**src/rtl/croc_pkg.sv**
```systemverilog
// Shared constants for the crocodile motion scheduler: coordinate widths,
// default playfield geometry and the scheduler FSM encoding.
package croc_pkg;

  localparam int COORD_W = 10;
  localparam int STEP_W  = COORD_W + 1;

  localparam int DEF_Y_MIN      = 8;
  localparam int DEF_Y_MAX      = 330;
  localparam int DEF_CROC_W     = 50;
  localparam int DEF_CROC_H     = 150;
  localparam int DEF_BASE_SPEED = 4;
  localparam int DEF_V_TRIG     = 480;

  localparam logic [1:0] ST_IDLE   = 2'd0;
  localparam logic [1:0] ST_UPDATE = 2'd1;
  localparam logic [1:0] ST_DONE   = 2'd2;

  // Pixels per frame for a given speed level: base * (level + 1).
  function automatic logic [STEP_W-1:0] step_size(input int base, input logic [1:0] lvl);
    return STEP_W'(base) * ({{(STEP_W-2){1'b0}}, lvl} + STEP_W'(1));
  endfunction

endpackage

```
**src/rtl/croc_step.sv**
```systemverilog
// Combinational step engine: advances one crocodile by one frame step,
// clamping at the vertical limits and flipping direction on contact.
module croc_step
  import croc_pkg::*;
#(
  parameter int Y_MIN = DEF_Y_MIN,
  parameter int Y_MAX = DEF_Y_MAX
) (
  input  logic [COORD_W-1:0] y,
  input  logic               dir,
  input  logic [STEP_W-1:0]  step,
  output logic [COORD_W-1:0] y_next,
  output logic               dir_next
);

  logic [STEP_W-1:0] y_ext;
  logic [STEP_W-1:0] sum;
  logic [STEP_W-1:0] lim_lo;

  assign y_ext  = {1'b0, y};
  assign sum    = y_ext + step;
  assign lim_lo = STEP_W'(Y_MIN) + step;

  // Clamp instead of testing for exact equality so large steps never wrap.
  always_comb begin
    y_next   = y;
    dir_next = dir;
    if (dir) begin
      if (y_ext < lim_lo) begin
        y_next   = COORD_W'(Y_MIN);
        dir_next = 1'b0;
      end else begin
        y_next = COORD_W'(y_ext - step);
      end
    end else begin
      if (sum >= STEP_W'(Y_MAX)) begin
        y_next   = COORD_W'(Y_MAX);
        dir_next = 1'b1;
      end else begin
        y_next = sum[COORD_W-1:0];
      end
    end
  end

endmodule

```
**src/rtl/croc_motion_sched.sv**
```systemverilog
// Frame-synchronous crocodile scheduler: one shared step engine updates each
// crocodile during vertical blank. Define CROC_COLLIDE_EN for the collision flag.
module croc_motion_sched
  import croc_pkg::*;
#(
  parameter int N_CROC     = 4,
  parameter int Y_MIN      = DEF_Y_MIN,
  parameter int Y_MAX      = DEF_Y_MAX,
  parameter int Y_STAGGER  = 64,
  parameter int X_BASE     = 100,
  parameter int X_PITCH    = 120,
  parameter int CROC_W     = DEF_CROC_W,
  parameter int CROC_H     = DEF_CROC_H,
  parameter int BASE_SPEED = DEF_BASE_SPEED,
  parameter int V_TRIG     = DEF_V_TRIG
) (
  input  logic                      clk,
  input  logic                      rst,
  input  logic [COORD_W-1:0]        hc,
  input  logic [COORD_W-1:0]        vc,
  input  logic                      run,
  input  logic [1:0]                level,
  input  logic                      player_in,
  input  logic                      collide_clr,
  output logic [COORD_W*N_CROC-1:0] croc_y,
  output logic [N_CROC-1:0]         croc_dir,
  output logic                      croc_in,
  output logic                      busy,
  output logic                      frame_done,
  output logic                      collide,
  output logic [1:0]                fsm_state
);

  localparam int IDX_W = (N_CROC > 1) ? $clog2(N_CROC) : 1;

  logic [1:0]         state;
  logic [IDX_W-1:0]   idx;
  logic               trig;
  logic               trig_q;
  logic               start;
  logic [COORD_W-1:0] ypos [N_CROC];
  logic [N_CROC-1:0]  dir;
  logic [COORD_W-1:0] y_sel;
  logic [COORD_W-1:0] y_next;
  logic               dir_sel;
  logic               dir_next;
  logic [STEP_W-1:0]  step;
  logic [N_CROC-1:0]  hit;
  logic               croc_in_comb;

  assign trig  = (vc == COORD_W'(V_TRIG)) && (hc == '0);
  assign start = trig & ~trig_q;
  assign step  = step_size(BASE_SPEED, level);

  assign y_sel   = ypos[idx];
  assign dir_sel = dir[idx];

  croc_step #(
    .Y_MIN (Y_MIN),
    .Y_MAX (Y_MAX)
  ) u_step (
    .y        (y_sel),
    .dir      (dir_sel),
    .step     (step),
    .y_next   (y_next),
    .dir_next (dir_next)
  );

  // run only gates the start; a pass in flight always runs to DONE.
  always_ff @(posedge clk) begin
    if (rst) begin
      state  <= ST_IDLE;
      idx    <= '0;
      trig_q <= 1'b0;
    end else begin
      trig_q <= trig;
      case (state)
        ST_IDLE: begin
          if (start && run) begin
            state <= ST_UPDATE;
            idx   <= '0;
          end
        end
        ST_UPDATE: begin
          if (idx == IDX_W'(N_CROC - 1)) state <= ST_DONE;
          else                           idx   <= idx + 1'b1;
        end
        ST_DONE: state <= ST_IDLE;
        default: state <= ST_IDLE;
      endcase
    end
  end

  always_ff @(posedge clk) begin
    if (rst) begin
      for (int i = 0; i < N_CROC; i++) begin
        ypos[i] <= COORD_W'(Y_MIN + i * Y_STAGGER);
        dir[i]  <= ((i % 2) == 1);
      end
    end else if (state == ST_UPDATE) begin
      ypos[idx] <= y_next;
      dir[idx]  <= dir_next;
    end
  end

  // Inclusive rectangle test per crocodile, done in 11 bits to avoid overflow.
  for (genvar i = 0; i < N_CROC; i++) begin : g_cov
    localparam logic [STEP_W-1:0] X_LO = STEP_W'(X_BASE + i * X_PITCH);
    localparam logic [STEP_W-1:0] X_HI = STEP_W'(X_BASE + i * X_PITCH + CROC_W);
    logic [STEP_W-1:0] y_lo;
    logic [STEP_W-1:0] y_hi;
    assign y_lo   = {1'b0, ypos[i]};
    assign y_hi   = y_lo + STEP_W'(CROC_H);
    assign hit[i] = ({1'b0, hc} >= X_LO) && ({1'b0, hc} <= X_HI) &&
                    ({1'b0, vc} >= y_lo) && ({1'b0, vc} <= y_hi);
    assign croc_y[COORD_W*i +: COORD_W] = ypos[i];
  end

  assign croc_in_comb = |hit;

  always_ff @(posedge clk) begin
    if (rst) croc_in <= 1'b0;
    else     croc_in <= croc_in_comb;
  end

`ifdef CROC_COLLIDE_EN
  // A set in the same cycle as a clear takes priority.
  always_ff @(posedge clk) begin
    if (rst)                            collide <= 1'b0;
    else if (croc_in_comb && player_in) collide <= 1'b1;
    else if (collide_clr)               collide <= 1'b0;
  end
`else
  logic unused_collide_inputs;
  assign unused_collide_inputs = player_in ^ collide_clr;
  assign collide = 1'b0;
`endif

  assign croc_dir   = dir;
  assign busy       = (state != ST_IDLE);
  assign frame_done = (state == ST_DONE);
  assign fsm_state  = state;

endmodule

```
**config.mk**
```make
export PLATFORM = sky130hd
export DESIGN_NAME = croc_motion_sched
export DESIGN_NICKNAME = d
export VERILOG_FILES = /design/src/rtl/croc_pkg.sv /design/src/rtl/croc_step.sv /design/src/rtl/croc_motion_sched.sv
export SDC_FILE = /design/constraint.sdc
export NUM_CORES = 1
export LEC_CHECK = 0
export CORE_MARGIN = 4
export CORE_UTILIZATION = 55
export DETAILED_ROUTE_END_ITERATION = 8
export DONT_BUFFER_PORTS = 1
export GPL_TIMING_DRIVEN = 0
export PLACE_DENSITY = 0.72
export SETUP_SLACK_MARGIN = 0.5
export SLEW_MARGIN = 20
export SYNTH_ARGS = -nofsm -noshare
export SYNTH_HDL_FRONTEND = slang
export SYNTH_SLANG_ARGS = --single-unit
```
**constraint.sdc**
```tcl
create_clock -name clk -period 4.8 [get_ports clk]
set_clock_uncertainty 0.2 [all_clocks]
set_input_delay 0.96 -clock clk [delete_from_list [all_inputs] [get_ports clk]]
set_output_delay 0.96 -clock clk [all_outputs]
set_load 0.02 [all_outputs]
```
==> impl_metrics.json <==
{
  "dp_hpwl_um": 12080,
  "clockBufferDepth": 2,
  "synth_area_per_cell_um2": 9.236,
  "fmax_mhz": 251.3,
  "yosysTopAreaCell": "edfxtp_1",
  "gp_congestion": 0.9093,
  "die_w_um": 106.9,
  "via_per_inst": 6.350,
  "yosysTopAreaCellShare_pct": 22.35,
  "leakagePower_nw": 2.286,
  "crit_path_end_kind": "flip-flop",
  "yosys_warnings": 0,
  "synthCells": 582,
  "fin_nets": 712,
  "port_buffers": 0,
  "crit_arrival_ps": 3810,
  "timing.setup.tns_ps": 0,
  "syn_to_final_growth_pct": 4.958,
  "reg2reg_depth": 10,
  "cp-start-kind": "flip-flop",
  "timing.rr.end": "ypos[0][3]$_SDFFCE_PN1P_",
  "ant_nets": 0,
  "root_buffer": "clkbuf_8",
  "antenna_cells": 0,
  "htreeDepth": 2,
  "hold_class": "reg -> reg",
  "tightest_slew_ps": 714.8,
  "synthTopCellsByCount": "ha_1, inv_1, nor2_1",
  "required_ps": 4630,
  "cp-endpoint": "ypos[0][3]$_SDFFCE_PN1P_",
  "reg2reg_slack_ps": 820,
  "cts_setup_buffers": 0,
  "fp.dieArea_um2": 11420,
  "ys_types": 63,
  "holdWs_ps": 444.4,
  "drive_gt1_share_pct": 7.119,
  "reg2reg_from": "ypos[2][2]$_SDFFCE_PN0P_",
  "fill_cells": 854,
  "drt_iter0_drc": 442,
  "vias": 4566,
  "synth_flop_cell": "edfxtp_1",
  "antenna_found_initial": 0,
  "grt.total_usage_pct": 26.33,
  "dr.pass1.iters": 5,
  "min_period_ps": 3979,
  "first_global_vias": 4484,
  "ys_top_cells_by_area": "edfxtp_1, ha_1, mux4_2",
  "synth_nets": 705,
  "synthArstFlopShare_pct": 0,
  "clk_pin_slew_ps": 100,
  "cts_resized": 0,
  "synth.most_common_cell": "ha_1",
  "yosysSeqAreaShare_pct": 26.82,
  "crit_start": "ypos[2][2]$_SDFFCE_PN0P_",
  "crit_fanout": 6,
  "fin_ws_ps": 820.8,
  "ir_drop_mv": 0.1230,
  "synth_area_um2": 5375,
  "start_util_pct": 57.36,
  "drv_slew": 0,
  "num_rows": 35,
  "setup_viol": 0,
  "wl_per_cell_um": 20.72,
  "synth_edf_count": 40,
  "fp.coreArea_um2": 9371,
  "fin_util_pct": 60.20,
  "status": "finished clean",
  "numCtsBuffers": 5,
  "grt_pass1_wl_um": 23400,
  "fp.dieH_um": 106.9,
  "synth_seq_cells": 52,
  "ioPinCount": 77,
  "insertion_delay_ps": 310,
  "wirelength_um": 14900,
  "period_share_pct": 82.90,
  "clkSinkCount": 52,
  "drc": 0,
  "grt_max_degree": 17,
  "cts_tree": "yes",
  "powerDensity_nw_per_um2": 192.1,
  "hold_violations": 0,
  "setup.worst_path.class": "reg -> reg",
  "hold_buffers": 0,
  "slew_headroom_pct": 51.11,
  "maxCapViolCount": 0,
  "grt-ovfl-total": 0,
  "preCtsSetupSlack_ps": 762.5,
  "grt_setup_unrepaired": "no"
}
==> registers in the layout, indices dropped and copies added, names as in the netlist, named ones only <==
| name | cells |
|---|---|
| croc_dir | 4 |
| croc_in | 1 |
| fsm_state | 2 |
| idx | 2 |
| trig_q | 1 |
| ypos | 40 |
==> cells by family after synthesis <==
family	count (synthesis)	share of synthesized area, %
adder cells (fa/ha/maj)	96	22.63
other	1	0.06977
multiplexers	13	5.005
buffers and inverters	62	4.586
AO/OA/AOI/OAI	138	17.62
XOR/XNOR	33	5.377
AND/OR/NAND/NOR	187	17.90
flip-flops	52	26.82
==> critical path, stage by stage (launching register included) <==
cell	delay, ps
edfxtp_1	570
mux4_2	570
ha_1	230
fa_1	470
nor2b_1	200
o2111ai_1	210
mux2i_1	450
inv_2	110
o21a_1	210
o32ai_2	350
nand2_1	130
==> where the power goes <==
group / total, mW / switching (mW) / internal, mW
combinational: 0.275 / 0.154 / 0.121
clock: 0.278 / 0.144 / 0.134
sequential: 0.531 / 0.0356 / 0.495
==> how the worst min path moves through the flow <==
stage                                        start                  endpoint  depth (start not counted)  slack (ps)
after floorplan           croc_dir[2]$_SDFFE_PP0P_  croc_dir[2]$_SDFFE_PP0P_                          2         390
after global placement    croc_dir[2]$_SDFFE_PP0P_  croc_dir[2]$_SDFFE_PP0P_                          2         420
after detailed placement  croc_dir[1]$_SDFFE_PP1P_  croc_dir[1]$_SDFFE_PP1P_                          2         430
after CTS                 croc_dir[1]$_SDFFE_PP1P_  croc_dir[1]$_SDFFE_PP1P_                          2         450
after global routing      croc_dir[3]$_SDFFE_PP1P_  croc_dir[3]$_SDFFE_PP1P_                          2         470
final                     croc_dir[1]$_SDFFE_PP1P_  croc_dir[1]$_SDFFE_PP1P_                          2         440
==> metal layers <==
layer / GRT usage, % / up-vias / wire, um
li1: - / 2158 / -
met5: 0 / - / 0
met3: 4.997 / 34 / 1192
met4: 9.132 / 0 / 476
met1: 32.03 / 2188 / 5786
met2: 46.49 / 186 / 7442
==> cell type report <==
class / instances / area [um^2] / share of cell area [%]
Inverter: 51 / 191.4 / 3.393
Tap cell: 129 / 161.4 / 2.861
Buffer: 11 / 55.05 / 0.9758
Clock buffer: 6 / 93.84 / 1.663
Multi-Input combinational cell: 468 / 3687 / 65.36
Sequential cell: 52 / 1441 / 25.55
Clock inverter: 2 / 11.26 / 0.1996
==> through the flow <==
step,power [mW],cells,area (um^2)
after global routing,1.143,719,5642
after floorplan,0.7449,582,5375
after global placement,0.7965,711,5537
after detailed placement,0.8128,711,5537
after CTS,1.087,719,5642
final,1.084,719,5642
==> cells in the final DEF, fill, tap and decap left out, drive strengths merged, types with 3 or more instances in the layout <==
cell type   n
a21o       11
nand4b      4
o21bai      6
inv        52
o211ai      8
or2         6
a211oi      8
nor4        8
nand2      37
nor2b      15
buf         3
o21a       10
nand3      22
dfxtp      12
o311ai      3
nand2b     12
a21oi      38
o21ai      28
nand4       5
clkbuf     14
a31oi       7
nor2       44
nor3       23
mux4       11
xnor2      27
edfxtp     40
o32ai       3
ha         94
xor2        6
No activity file was read; power rests on OpenSTA's default activity.
